## src/rtl/fast_memory_162.sv

```systemverilog
// ---------------------------------------------------------------------------
// fast_memory_162 : Type 162 fast memory, 16 words x 36 bits of flip-flop
// storage shared by four PDP-6 memory-bus ports (p0 highest priority).
//
// Bit 0 is the MSB of every bus word. Only requests flagged with
// fmc_select are answered; everything else belongs to core memory. Every
// output is 0 unless this block is actively responding on that port, so the
// outputs can be wire-ORed onto the shared bus.
//
// Ports:
//   clk, reset (async, active-low), power, sw_single_step, sw_restart
//   per port N = 0..3:
//     in : membus_rq_cyc_pN, membus_rd_rq_pN, membus_wr_rq_pN,
//          membus_ma_pN[21:35] (only [32:35] decoded), membus_sel_pN[18:21]
//          (ignored), membus_fmc_select_pN, membus_mb_in_pN[0:35],
//          membus_wr_rs_pN
//     out: membus_mb_out_pN[0:35], membus_addr_ack_pN, membus_rd_rs_pN
//
// Optional build macro: FASTMEM_CLEAR_ON_RESET_EN
//   defined   -> reset also clears all 16 words
//   undefined -> storage survives reset (bench preloads are kept)
// ---------------------------------------------------------------------------
module fast_memory_162 #(
   parameter logic [3:0] PORT_EN = 4'b1111
) (
   input  logic         clk,
   input  logic         reset,
   input  logic         power,
   input  logic         sw_single_step,
   input  logic         sw_restart,
   // port 0
   input  logic         membus_rq_cyc_p0,
   input  logic         membus_rd_rq_p0,
   input  logic         membus_wr_rq_p0,
   input  logic [21:35] membus_ma_p0,
   input  logic [18:21] membus_sel_p0,
   input  logic         membus_fmc_select_p0,
   input  logic [0:35]  membus_mb_in_p0,
   input  logic         membus_wr_rs_p0,
   output logic [0:35]  membus_mb_out_p0,
   output logic         membus_addr_ack_p0,
   output logic         membus_rd_rs_p0,
   // port 1
   input  logic         membus_rq_cyc_p1,
   input  logic         membus_rd_rq_p1,
   input  logic         membus_wr_rq_p1,
   input  logic [21:35] membus_ma_p1,
   input  logic [18:21] membus_sel_p1,
   input  logic         membus_fmc_select_p1,
   input  logic [0:35]  membus_mb_in_p1,
   input  logic         membus_wr_rs_p1,
   output logic [0:35]  membus_mb_out_p1,
   output logic         membus_addr_ack_p1,
   output logic         membus_rd_rs_p1,
   // port 2
   input  logic         membus_rq_cyc_p2,
   input  logic         membus_rd_rq_p2,
   input  logic         membus_wr_rq_p2,
   input  logic [21:35] membus_ma_p2,
   input  logic [18:21] membus_sel_p2,
   input  logic         membus_fmc_select_p2,
   input  logic [0:35]  membus_mb_in_p2,
   input  logic         membus_wr_rs_p2,
   output logic [0:35]  membus_mb_out_p2,
   output logic         membus_addr_ack_p2,
   output logic         membus_rd_rs_p2,
   // port 3
   input  logic         membus_rq_cyc_p3,
   input  logic         membus_rd_rq_p3,
   input  logic         membus_wr_rq_p3,
   input  logic [21:35] membus_ma_p3,
   input  logic [18:21] membus_sel_p3,
   input  logic         membus_fmc_select_p3,
   input  logic [0:35]  membus_mb_in_p3,
   input  logic         membus_wr_rs_p3,
   output logic [0:35]  membus_mb_out_p3,
   output logic         membus_addr_ack_p3,
   output logic         membus_rd_rs_p3
);

   typedef enum logic [2:0] {
      S_IDLE  = 3'd0,
      S_ACK   = 3'd1,
      S_RD    = 3'd2,
      S_WWAIT = 3'd3,
      S_DONE  = 3'd4,
      S_HALT  = 3'd5
   } state_t;

   // Storage; referenced hierarchically by the bench for preloading.
   logic [0:35] ff [0:15];

   // Port bit N of these vectors belongs to bus port pN.
   logic [3:0]  w_rq_cyc;
   logic [3:0]  w_rd_rq;
   logic [3:0]  w_wr_rq;
   logic [3:0]  w_fmc;
   logic [3:0]  w_wr_rs;
   logic [3:0]  w_valid;
   logic [0:3]  w_ma [0:3];
   logic [0:35] w_mb_in [0:3];
   logic        w_unused_bits;

   logic        w_any;
   logic [1:0]  w_sel_port;
   state_t      w_next_state;
   logic        w_latch;
   logic        w_wr_en;
   logic [3:0]  w_ack_next;
   logic [3:0]  w_rd_rs_next;
   logic [0:35] w_mb_next;

   state_t      r_state;
   logic [1:0]  r_port;
   logic [3:0]  r_addr;
   logic        r_rd;
   logic        r_wr;
   logic        r_restart_d;
   logic [3:0]  r_ack;
   logic [3:0]  r_rd_rs;
   logic [0:35] r_mb;

   function automatic logic [3:0] f_onehot(input logic [1:0] port);
      f_onehot = 4'b0001 << port;
   endfunction

   assign w_rq_cyc = {membus_rq_cyc_p3, membus_rq_cyc_p2, membus_rq_cyc_p1, membus_rq_cyc_p0};
   assign w_rd_rq  = {membus_rd_rq_p3, membus_rd_rq_p2, membus_rd_rq_p1, membus_rd_rq_p0};
   assign w_wr_rq  = {membus_wr_rq_p3, membus_wr_rq_p2, membus_wr_rq_p1, membus_wr_rq_p0};
   assign w_fmc    = {membus_fmc_select_p3, membus_fmc_select_p2,
                      membus_fmc_select_p1, membus_fmc_select_p0};
   assign w_wr_rs  = {membus_wr_rs_p3, membus_wr_rs_p2, membus_wr_rs_p1, membus_wr_rs_p0};

   assign w_ma[0] = membus_ma_p0[32:35];
   assign w_ma[1] = membus_ma_p1[32:35];
   assign w_ma[2] = membus_ma_p2[32:35];
   assign w_ma[3] = membus_ma_p3[32:35];

   assign w_mb_in[0] = membus_mb_in_p0;
   assign w_mb_in[1] = membus_mb_in_p1;
   assign w_mb_in[2] = membus_mb_in_p2;
   assign w_mb_in[3] = membus_mb_in_p3;

   // High address bits and memory select are routed for core memory only.
   assign w_unused_bits = ^{membus_ma_p0[21:31], membus_ma_p1[21:31],
                            membus_ma_p2[21:31], membus_ma_p3[21:31],
                            membus_sel_p0, membus_sel_p1, membus_sel_p2, membus_sel_p3};

   assign w_valid = w_rq_cyc & w_fmc & (w_rd_rq | w_wr_rq) & PORT_EN & {4{power}};
   assign w_any   = (w_valid != 4'b0000);

   // Fixed-priority port select, p0 wins.
   always_comb begin
      w_sel_port = 2'd0;
      if (w_valid[0]) begin
         w_sel_port = 2'd0;
      end else if (w_valid[1]) begin
         w_sel_port = 2'd1;
      end else if (w_valid[2]) begin
         w_sel_port = 2'd2;
      end else if (w_valid[3]) begin
         w_sel_port = 2'd3;
      end else begin
         w_sel_port = 2'd0;
      end
   end

   // Next-state logic plus the values the output registers take on the next edge.
   always_comb begin
      w_next_state = r_state;
      w_latch      = 1'b0;
      w_wr_en      = 1'b0;
      w_ack_next   = 4'b0000;
      w_rd_rs_next = 4'b0000;
      w_mb_next    = 36'b0;
      if (!power) begin
         w_next_state = S_IDLE;
      end else begin
         case (r_state)
            S_IDLE: begin
               if (w_any) begin
                  w_next_state = S_ACK;
                  w_latch      = 1'b1;
                  w_ack_next   = f_onehot(w_sel_port);
               end else begin
                  w_next_state = S_IDLE;
               end
            end
            S_ACK: begin
               if (r_rd) begin
                  w_next_state = S_RD;
                  w_rd_rs_next = f_onehot(r_port);
                  w_mb_next    = ff[r_addr];
               end else begin
                  w_next_state = S_WWAIT;
               end
            end
            S_RD: begin
               w_next_state = r_wr ? S_WWAIT : S_DONE;
            end
            S_WWAIT: begin
               // Loss of rq_cyc means the master gave up: finish without writing.
               if (!w_rq_cyc[r_port]) begin
                  w_next_state = S_DONE;
               end else if (w_wr_rs[r_port]) begin
                  w_wr_en      = 1'b1;
                  w_next_state = S_DONE;
               end else begin
                  w_next_state = S_WWAIT;
               end
            end
            S_DONE: begin
               if (!w_rq_cyc[r_port]) begin
                  w_next_state = sw_single_step ? S_HALT : S_IDLE;
               end else begin
                  w_next_state = S_DONE;
               end
            end
            S_HALT: begin
               if (sw_restart && !r_restart_d) begin
                  w_next_state = S_IDLE;
               end else begin
                  w_next_state = S_HALT;
               end
            end
            default: begin
               w_next_state = S_IDLE;
            end
         endcase
      end
   end

   // State, latched request and registered bus outputs.
   always_ff @(posedge clk or negedge reset) begin
      if (!reset) begin
         r_state     <= S_IDLE;
         r_port      <= 2'd0;
         r_addr      <= 4'd0;
         r_rd        <= 1'b0;
         r_wr        <= 1'b0;
         r_restart_d <= 1'b0;
         r_ack       <= 4'b0000;
         r_rd_rs     <= 4'b0000;
         r_mb        <= 36'b0;
      end else begin
         r_state     <= w_next_state;
         r_restart_d <= sw_restart;
         r_ack       <= w_ack_next;
         r_rd_rs     <= w_rd_rs_next;
         r_mb        <= w_mb_next;
         if (w_latch) begin
            r_port <= w_sel_port;
            r_addr <= w_ma[w_sel_port];
            r_rd   <= w_rd_rq[w_sel_port];
            r_wr   <= w_wr_rq[w_sel_port];
         end
      end
   end

`ifdef FASTMEM_CLEAR_ON_RESET_EN
   // Storage write; reset wipes every word.
   always_ff @(posedge clk or negedge reset) begin
      if (!reset) begin
         for (int i = 0; i < 16; i++) begin
            ff[i] <= 36'b0;
         end
      end else if (w_wr_en) begin
         ff[r_addr] <= w_mb_in[r_port];
      end
   end
`else
   // Storage write; contents deliberately survive reset.
   always_ff @(posedge clk) begin
      if (w_wr_en) begin
         ff[r_addr] <= w_mb_in[r_port];
      end
   end
`endif

   // power gates the registered outputs so the bus goes quiet immediately.
   assign membus_addr_ack_p0 = r_ack[0] & power;
   assign membus_addr_ack_p1 = r_ack[1] & power;
   assign membus_addr_ack_p2 = r_ack[2] & power;
   assign membus_addr_ack_p3 = r_ack[3] & power;

   assign membus_rd_rs_p0 = r_rd_rs[0] & power;
   assign membus_rd_rs_p1 = r_rd_rs[1] & power;
   assign membus_rd_rs_p2 = r_rd_rs[2] & power;
   assign membus_rd_rs_p3 = r_rd_rs[3] & power;

   assign membus_mb_out_p0 = r_mb & {36{r_rd_rs[0] & power}};
   assign membus_mb_out_p1 = r_mb & {36{r_rd_rs[1] & power}};
   assign membus_mb_out_p2 = r_mb & {36{r_rd_rs[2] & power}};
   assign membus_mb_out_p3 = r_mb & {36{r_rd_rs[3] & power}};

endmodule

```

## config.mk

```make
export PLATFORM = sky130hd
export DESIGN_NAME = fast_memory_162
export DESIGN_NICKNAME = d
export VERILOG_FILES = /design/src/rtl/fast_memory_162.sv
export SDC_FILE = /design/constraint.sdc
export NUM_CORES = 1
export LEC_CHECK = 0
export CELL_PAD_IN_SITES_DETAIL_PLACEMENT = 0
export CELL_PAD_IN_SITES_GLOBAL_PLACEMENT = 1
export CORE_ASPECT_RATIO = 1.75
export CORE_MARGIN = 2
export CORE_UTILIZATION = 45
export CTS_CLUSTER_DIAMETER = 100
export DETAILED_ROUTE_END_ITERATION = 8
export GPL_ROUTABILITY_DRIVEN = 0
export GPL_TIMING_DRIVEN = 0
export PLACE_DENSITY = 0.86
export SETUP_SLACK_MARGIN = 0.4
export SYNTH_ARGS = -nofsm -noshare
export SYNTH_HDL_FRONTEND = slang
export SYNTH_SLANG_ARGS = --single-unit
export TNS_END_PERCENT = 20
```

## constraint.sdc

```tcl
create_clock -name clk -period 6.3 [get_ports clk]
set_input_delay 1.26 -clock clk [delete_from_list [all_inputs] [get_ports clk]]
set_output_delay 1.26 -clock clk [all_outputs]
set_load 0.1 [all_outputs]
```

==> results of run 1 <==
==> state kept, by name (all words and copies together) (netlist names) <==
register / flops
ff: 576
r_ack: 4
r_addr: 4
r_mb: 36
r_port: 2
r_rd: 1
r_rd_rs: 4
r_restart_d: 1
r_state: 3
r_wr: 1
==> synthesized netlist by cell type, drive strengths merged (2+ instances only) <==
| master | instances | share of area |
|---|---|---|
| dfrtp | 56 | 0.054 |
| inv | 5 | 0.00072 |
| clkbuf | 62 | 0.0090 |
| a31oi | 6 | 0.0014 |
| and2 | 8 | 0.0019 |
| mux4 | 218 | 0.19 |
| buf | 29 | 0.0090 |
| nand2 | 8 | 0.0012 |
| nor2 | 23 | 0.0033 |
| nor3 | 11 | 0.0021 |
| nand3 | 7 | 0.0014 |
| o2111a | 3 | 0.0013 |
| o31ai | 2 | 0.00058 |
| o2111ai | 4 | 0.0014 |
| o22ai | 2 | 0.00048 |
| a21oi | 7 | 0.0014 |
| nand4 | 6 | 0.0014 |
| nor2b | 39 | 0.0094 |
| a31o | 2 | 0.00068 |
| nand3b | 2 | 0.00058 |
| nand2b | 3 | 0.00072 |
| edfxtp | 576 | 0.67 |
| a21o | 4 | 0.0012 |
| and3 | 148 | 0.036 |
| o21ai | 10 | 0.0019 |
==> area by class of cell <==
cell class / instances / area [sq um]
repair buffers: 367 / 3852
flip-flops and latches: 632 / 18700
clock buffers: 67 / 1396
clock inverters: 24 / 316.6
well taps: 767 / 959.7
plain buffers: 91 / 479.2
diodes: 1 / 2.502
inverters: 5 / 18.77
fillers: 4123 / 24450
multi-input cells: 520 / 6864
==> layer usage <==
layer  vias to the layer above  part of all wire  wire [microns]
met5                         -           0.00024              18
met4                         2             0.054            3976
met3                       193             0.093            6850
met2                       912              0.52           38080
met1                      7600              0.34           24790
li1                       6065                 -               -
==> timing repair <==
| item | 4_1_cts | 5_1_grt |
|---|---|---|
| gates resized for setup | 4 | 14 |
| setup buffers | 0 | 0 |
| hold buffers | 0 | 0 |
| setup endpoints to repair | 24 | 53 |
==> stage by stage <==
stage,cells,total power (W),hold slack [ns]
after floorplan,1248,0.007785,0.5107
after global placement,2351,0.008861,0.5590
after detailed placement,2382,0.009021,0.5774
after CTS,2473,0.01228,0.5843
after global routing,2473,0.01261,0.6451
final,2474,0.01222,0.5886
==> kinds of logic (layout without fill, tap and decap cells) <==
group | count (synthesis) | in the layout
other | 0 | 1
multiplexers | 218 | 218
flip-flops | 632 | 632
AO/OA/AOI/OAI | 44 | 44
AND/OR/NAND/NOR | 258 | 258
buffers and inverters | 96 | 554
==> worst max-delay path, stage by stage <==
cell             delay [ns]
clkdlybuf4s50_1        0.61
clkbuf_1               0.36
clkbuf_1               0.42
clkdlybuf4s15_1        0.68
and3_1                 0.25
clkdlybuf4s50_1        1.15
==> worst paths after layout <==
kind	to	from	slack [ns]
setup / recovery	membus_mb_out_p2[18]	power	0.30
hold / removal	r_wr$_DFFE_PN0P_	r_wr$_DFFE_PN0P_	0.59
setup reg to reg	ff[0][17]$_DFFE_PP_	r_addr[1]$_DFFE_PN0P_	2.53
hold reg to reg	r_wr$_DFFE_PN0P_	r_wr$_DFFE_PN0P_	0.59
max in group asynchronous	r_mb[17]$_DFF_PN0_	reset	5.06
min in group asynchronous	r_state[1]$_DFF_PN0_	reset	0.64
==> power by group <==
part | switching [W] | internal [W] | leakage (nW)
clock | 0.00144 | 0.00185 | 0.815
combinational | 0.00203 | 0.00165 | 4.49
sequential | 0.0000800 | 0.00517 | 5.93
total | 0.00355 | 0.00867 | 11.2
==> placed cells by master (no fill, tap or decap), types with 9 or more instances in the layout <==
cell type	netlist	routed
clkbuf_16	0	51
nor2b_1	39	39
buf_6	13	28
buf_2	9	10
dlymetal6s2s_1	0	10
o21ai_0	9	9
and3_1	148	148
nor2_4	0	12
edfxtp_1	576	576
buf_12	1	14
dfrtp_1	56	56
clkbuf_1	62	70
mux4_2	213	213
clkdlybuf4s50_1	0	321
nor2_1	23	11
==> impl_metrics.tcl, run 1 <==
set metrics [dict create \
    stdcell_area_sq_um 32590 \
    drtIter0Drc 1281 \
    clk_pin_slew_ns 0.07 \
    critical_path_class "in2out" \
    utilization 0.5713 \
    drt_first_pass_iters 5 \
    finalNetCount 1912 \
    async_flop_share 0.08861 \
    grt_use_met2 0.4371 \
    power_leakage_nw 11.24 \
    worstSetupEndpointType "primary output" \
    die_h_microns 321.6 \
    synth_fp_nets 1493 \
    die_width_microns 185.5 \
    peakVddDrop_mv 0.2254 \
    synth_fa_ha_area_frac 0 \
    tightest_slew_ns 1.308 \
    cp_data_arrival_time_ns 4.74 \
    groute.layer.met3.usage 0.04839 \
    ys_dominant_reg_cell "edfxtp_1" \
    yosys.area_share.simple 0.05871 \
    dieArea_sq_um 59650 \
    muxShareOfSynthArea 0.1900 \
    pin_count 397 \
    wl_per_cell_microns 29.80 \
    seq_area_frac_synth 0.7209 \
    cts_tree "yes" \
    clkLatencyLatePin_ns 0.60 \
    setup_ws_ns 0.2993 \
    rsz0062_at_grt "yes" \
    grt_pass1_vias 15450 \
    syn_to_final_growth_pct 25.64 \
    status "finished clean" \
    initial_core_util 0.4547 \
    antenna_found_initial 4 \
    crit_required_ns 5.04 \
    finalSetupTns_ns 0 \
    min_period_ns 6.001 \
    ant_nets 0 \
    clock_sinks 632 \
    synth-compound-area-share 0.01167 \
    synth_edf_count 576 \
    synth-xor-area-share 0 \
    skew_ns 0.02085 \
    io_buffers 336 \
    synthDistinctLibCells 37 \
    dp_hpwl_microns 50880 \
    drc 0 \
    clockBufferDepth 3 \
    p_per_area_nw_per_um2 375.1 \
    setup_viol 0 \
    netlist_instances 1248 \
    place_area_sq_um 30840 \
    busiest_layer "met2" \
    grt_max_degree 37 \
    routed_wl_microns 73710 \
    max_freq_mhz 166.6 \
    slew_headroom 0.1279 \
    hold_class "reg2reg" \
    clockRootBuffer "clkbuf_16" \
    syn_area_sq_um 25940 \
    grt.met1_usage 0.2892 \
    gr-total-overflow 0 \
    crit_path_start_kind "input port" \
    post-place-ws_ns 0.2732 \
    hold-path-cell-count 2 \
    numCtsBuffers 50 \
    drv_slew 0 \
    ys_ff_latch 632 \
    grt_pass1_wl_microns 104200 \
    finalHoldViolCount 0 \
    synth_warnings 0 \
    gr-usage-all-layers 0.2500 \
    drive_gt1_frac 0.2128 \
    syn_area_per_cell_sq_um 20.78 \
    vias_per_cell 5.971 \
    core_sq_um 57040 \
    synth_top_family_by_area "multiplexers" \
    crit_fanout 10 \
    max_cap_viol_count 0 \
    fin_crit_sh 0.9525 \
    fp-row-count 116 \
    h-tree-depth 2 \
    vias 14770 \
    reg2reg_depth 8 \
]
No activity file was read; power rests on OpenSTA's default activity.
==> inputs of run 2 (changes only) <==
MAX_ROUTING_LAYER = met4   (was default)
==> impl_metrics.tcl, run 2 (synthesized netlist as in run 1, its figures left out) <==
set metrics [dict create \
    grt_max_degree 37 \
    crit_required_ns 5.04 \
    utilization 0.5712 \
    clockBufferDepth 3 \
    clk_pin_slew_ns 0.07 \
    cts_tree "yes" \
    dieArea_sq_um 59650 \
    rsz0062_at_grt "yes" \
    fp-row-count 116 \
    largest_reg_flops 576 \
    cp_data_arrival_time_ns 4.70 \
    final_cell_mix "edfxtp_1 (576), clkdlybuf4s50_1 (321), mux4_2 (213), and3_1 (148), clkbuf_1 (71)" \
    finalHoldViolCount 0 \
    pin_count 397 \
    critical_path_class "in2out" \
    wl_per_cell_microns 29.79 \
    clockRootBuffer "clkbuf_16" \
    crit_buf_inv 5 \
    die_h_microns 321.6 \
    syn_to_final_growth_pct 25.61 \
    finalSetupTns_ns 0 \
    routed_wl_microns 73690 \
    clkLatencyLatePin_ns 0.60 \
    crit_fanout 10 \
    largestRegisters "ff: 576 flops, r_mb: 36 flops" \
    grt_pass1_wl_microns 104100 \
    core_sq_um 57040 \
    gr-total-overflow 0 \
    drive_gt1_frac 0.2128 \
    dp_hpwl_microns 50880 \
    critPathMostFrequentCell "clkbuf_1" \
    drt_first_pass_iters 5 \
    cp_top_family "buffers and inverters" \
    power_leakage_nw 11.23 \
    ant_nets 0 \
    h-tree-depth 2 \
    clock_sinks 632 \
    setup_viol 0 \
    path_cells "clkdlybuf4s50_1 -> clkbuf_1 -> clkbuf_1 -> clkbuf_1 -> and3_1 -> clkdlybuf4s50_1" \
    worstSetupEndpointType "primary output" \
    place_area_sq_um 30840 \
    die_width_microns 185.5 \
    io_buffers 336 \
    skew_ns 0.01813 \
    finalNetCount 1912 \
    grt_pass1_vias 15460 \
    p_per_area_nw_per_um2 375.4 \
    layout_commonest_cell "edfxtp_1" \
    drv_slew 0 \
    gr-usage-all-layers 0.2570 \
    crit_path_start_kind "input port" \
    min_period_ns 5.959 \
    slowest_delay_ns 1.15 \
    vias 14900 \
    peakVddDrop_mv 0.2250 \
    top_register "ff" \
    stdcell_area_sq_um 32580 \
    fin_crit_sh 0.9458 \
    status "finished clean" \
    cts_setup_buffers 0 \
    max_cap_viol_count 0 \
    antenna_found_initial 4 \
    hold_class "reg2reg" \
    drtIter0Drc 1243 \
    slew_headroom 0.1107 \
    drc 0 \
    vias_per_cell 6.022 \
    tightest_slew_ns 1.334 \
    max_freq_mhz 167.8 \
    crit_path_top_delay_cell "clkdlybuf4s50_1" \
    numCtsBuffers 50 \
    initial_core_util 0.4547 \
]
run 2: cell count changes in the layout (fill, tap and decap cells not counted), sizes merged:
cell	change
clkbuf	+1
clkdlybuf4s15	-1
run 2: routing by layer:
metal	global-route usage	wire [microns]
met1	0.2900	24810
met2	0.4386	38160
met3	0.04444	6820
met4	0.1293	3896
met5	-	0
run 2: where the power goes:
group	switching (W)	internal, W	total, W	leakage, nW
combinational	0.00202	0.00165	0.00368	4.49
sequential	0.0000807	0.00517	0.00525	5.93
clock	0.00145	0.00185	0.00330	0.815
run 2: area by class of cell:
type	count	area [sq um]
Antenna cell	1	2.502
Multi-Input combinational cell	520	6864
Fill cell	4126	24460
Timing Repair Buffer	367	3852
Tap cell	767	959.7
Sequential cell	632	18700
Clock buffer	67	1396
Buffer	91	473.0
Inverter	5	18.77
Clock inverter	24	316.6
run 2: through the flow:
step	power, W	worst slack (ns)	hold slack [ns]	cells
floorplan	0.007785	1.230	0.5107	1248
global placement	0.008861	-2.227	0.5590	2351
detailed placement	0.009021	0.2732	0.5774	2382
CTS	0.01228	0.2681	0.5843	2473
global route	0.01261	0.1655	0.6451	2474
finish	0.01223	0.3413	0.5875	2474
run 2: path summary, 6_finish.rpt:
kind | start | end | slack (ns) | cells after the start
min in group asynchronous | reset | r_state[1]$_DFF_PN0_ | 0.64 | 1
max reg2reg | r_addr[1]$_DFFE_PN0P_ | ff[0][17]$_DFFE_PP_ | 2.51 | 8
max in group asynchronous | reset | r_mb[18]$_DFF_PN0_ | 5.06 | 2
max | power | membus_mb_out_p3[17] | 0.34 | 6
min reg2reg | r_wr$_DFFE_PN0P_ | r_wr$_DFFE_PN0P_ | 0.59 | 2
min | r_wr$_DFFE_PN0P_ | r_wr$_DFFE_PN0P_ | 0.59 | 2
run 2: repair_timing:
action,CTS,global route
gates resized for setup,4,12
hold endpoints to repair,0,0
hold buffers,0,0
endpoints found under the setup margin,24,51
run 2: worst register-to-register path, stage by stage (launching register included):
cell and delay (ns):
dfrtp_1 0.36, clkbuf_1 0.22, buf_1 0.40, clkbuf_1 0.39, or3b_1 0.62, nor3_2 0.85, buf_6 0.29, buf_8 0.17
buf_6 0.18
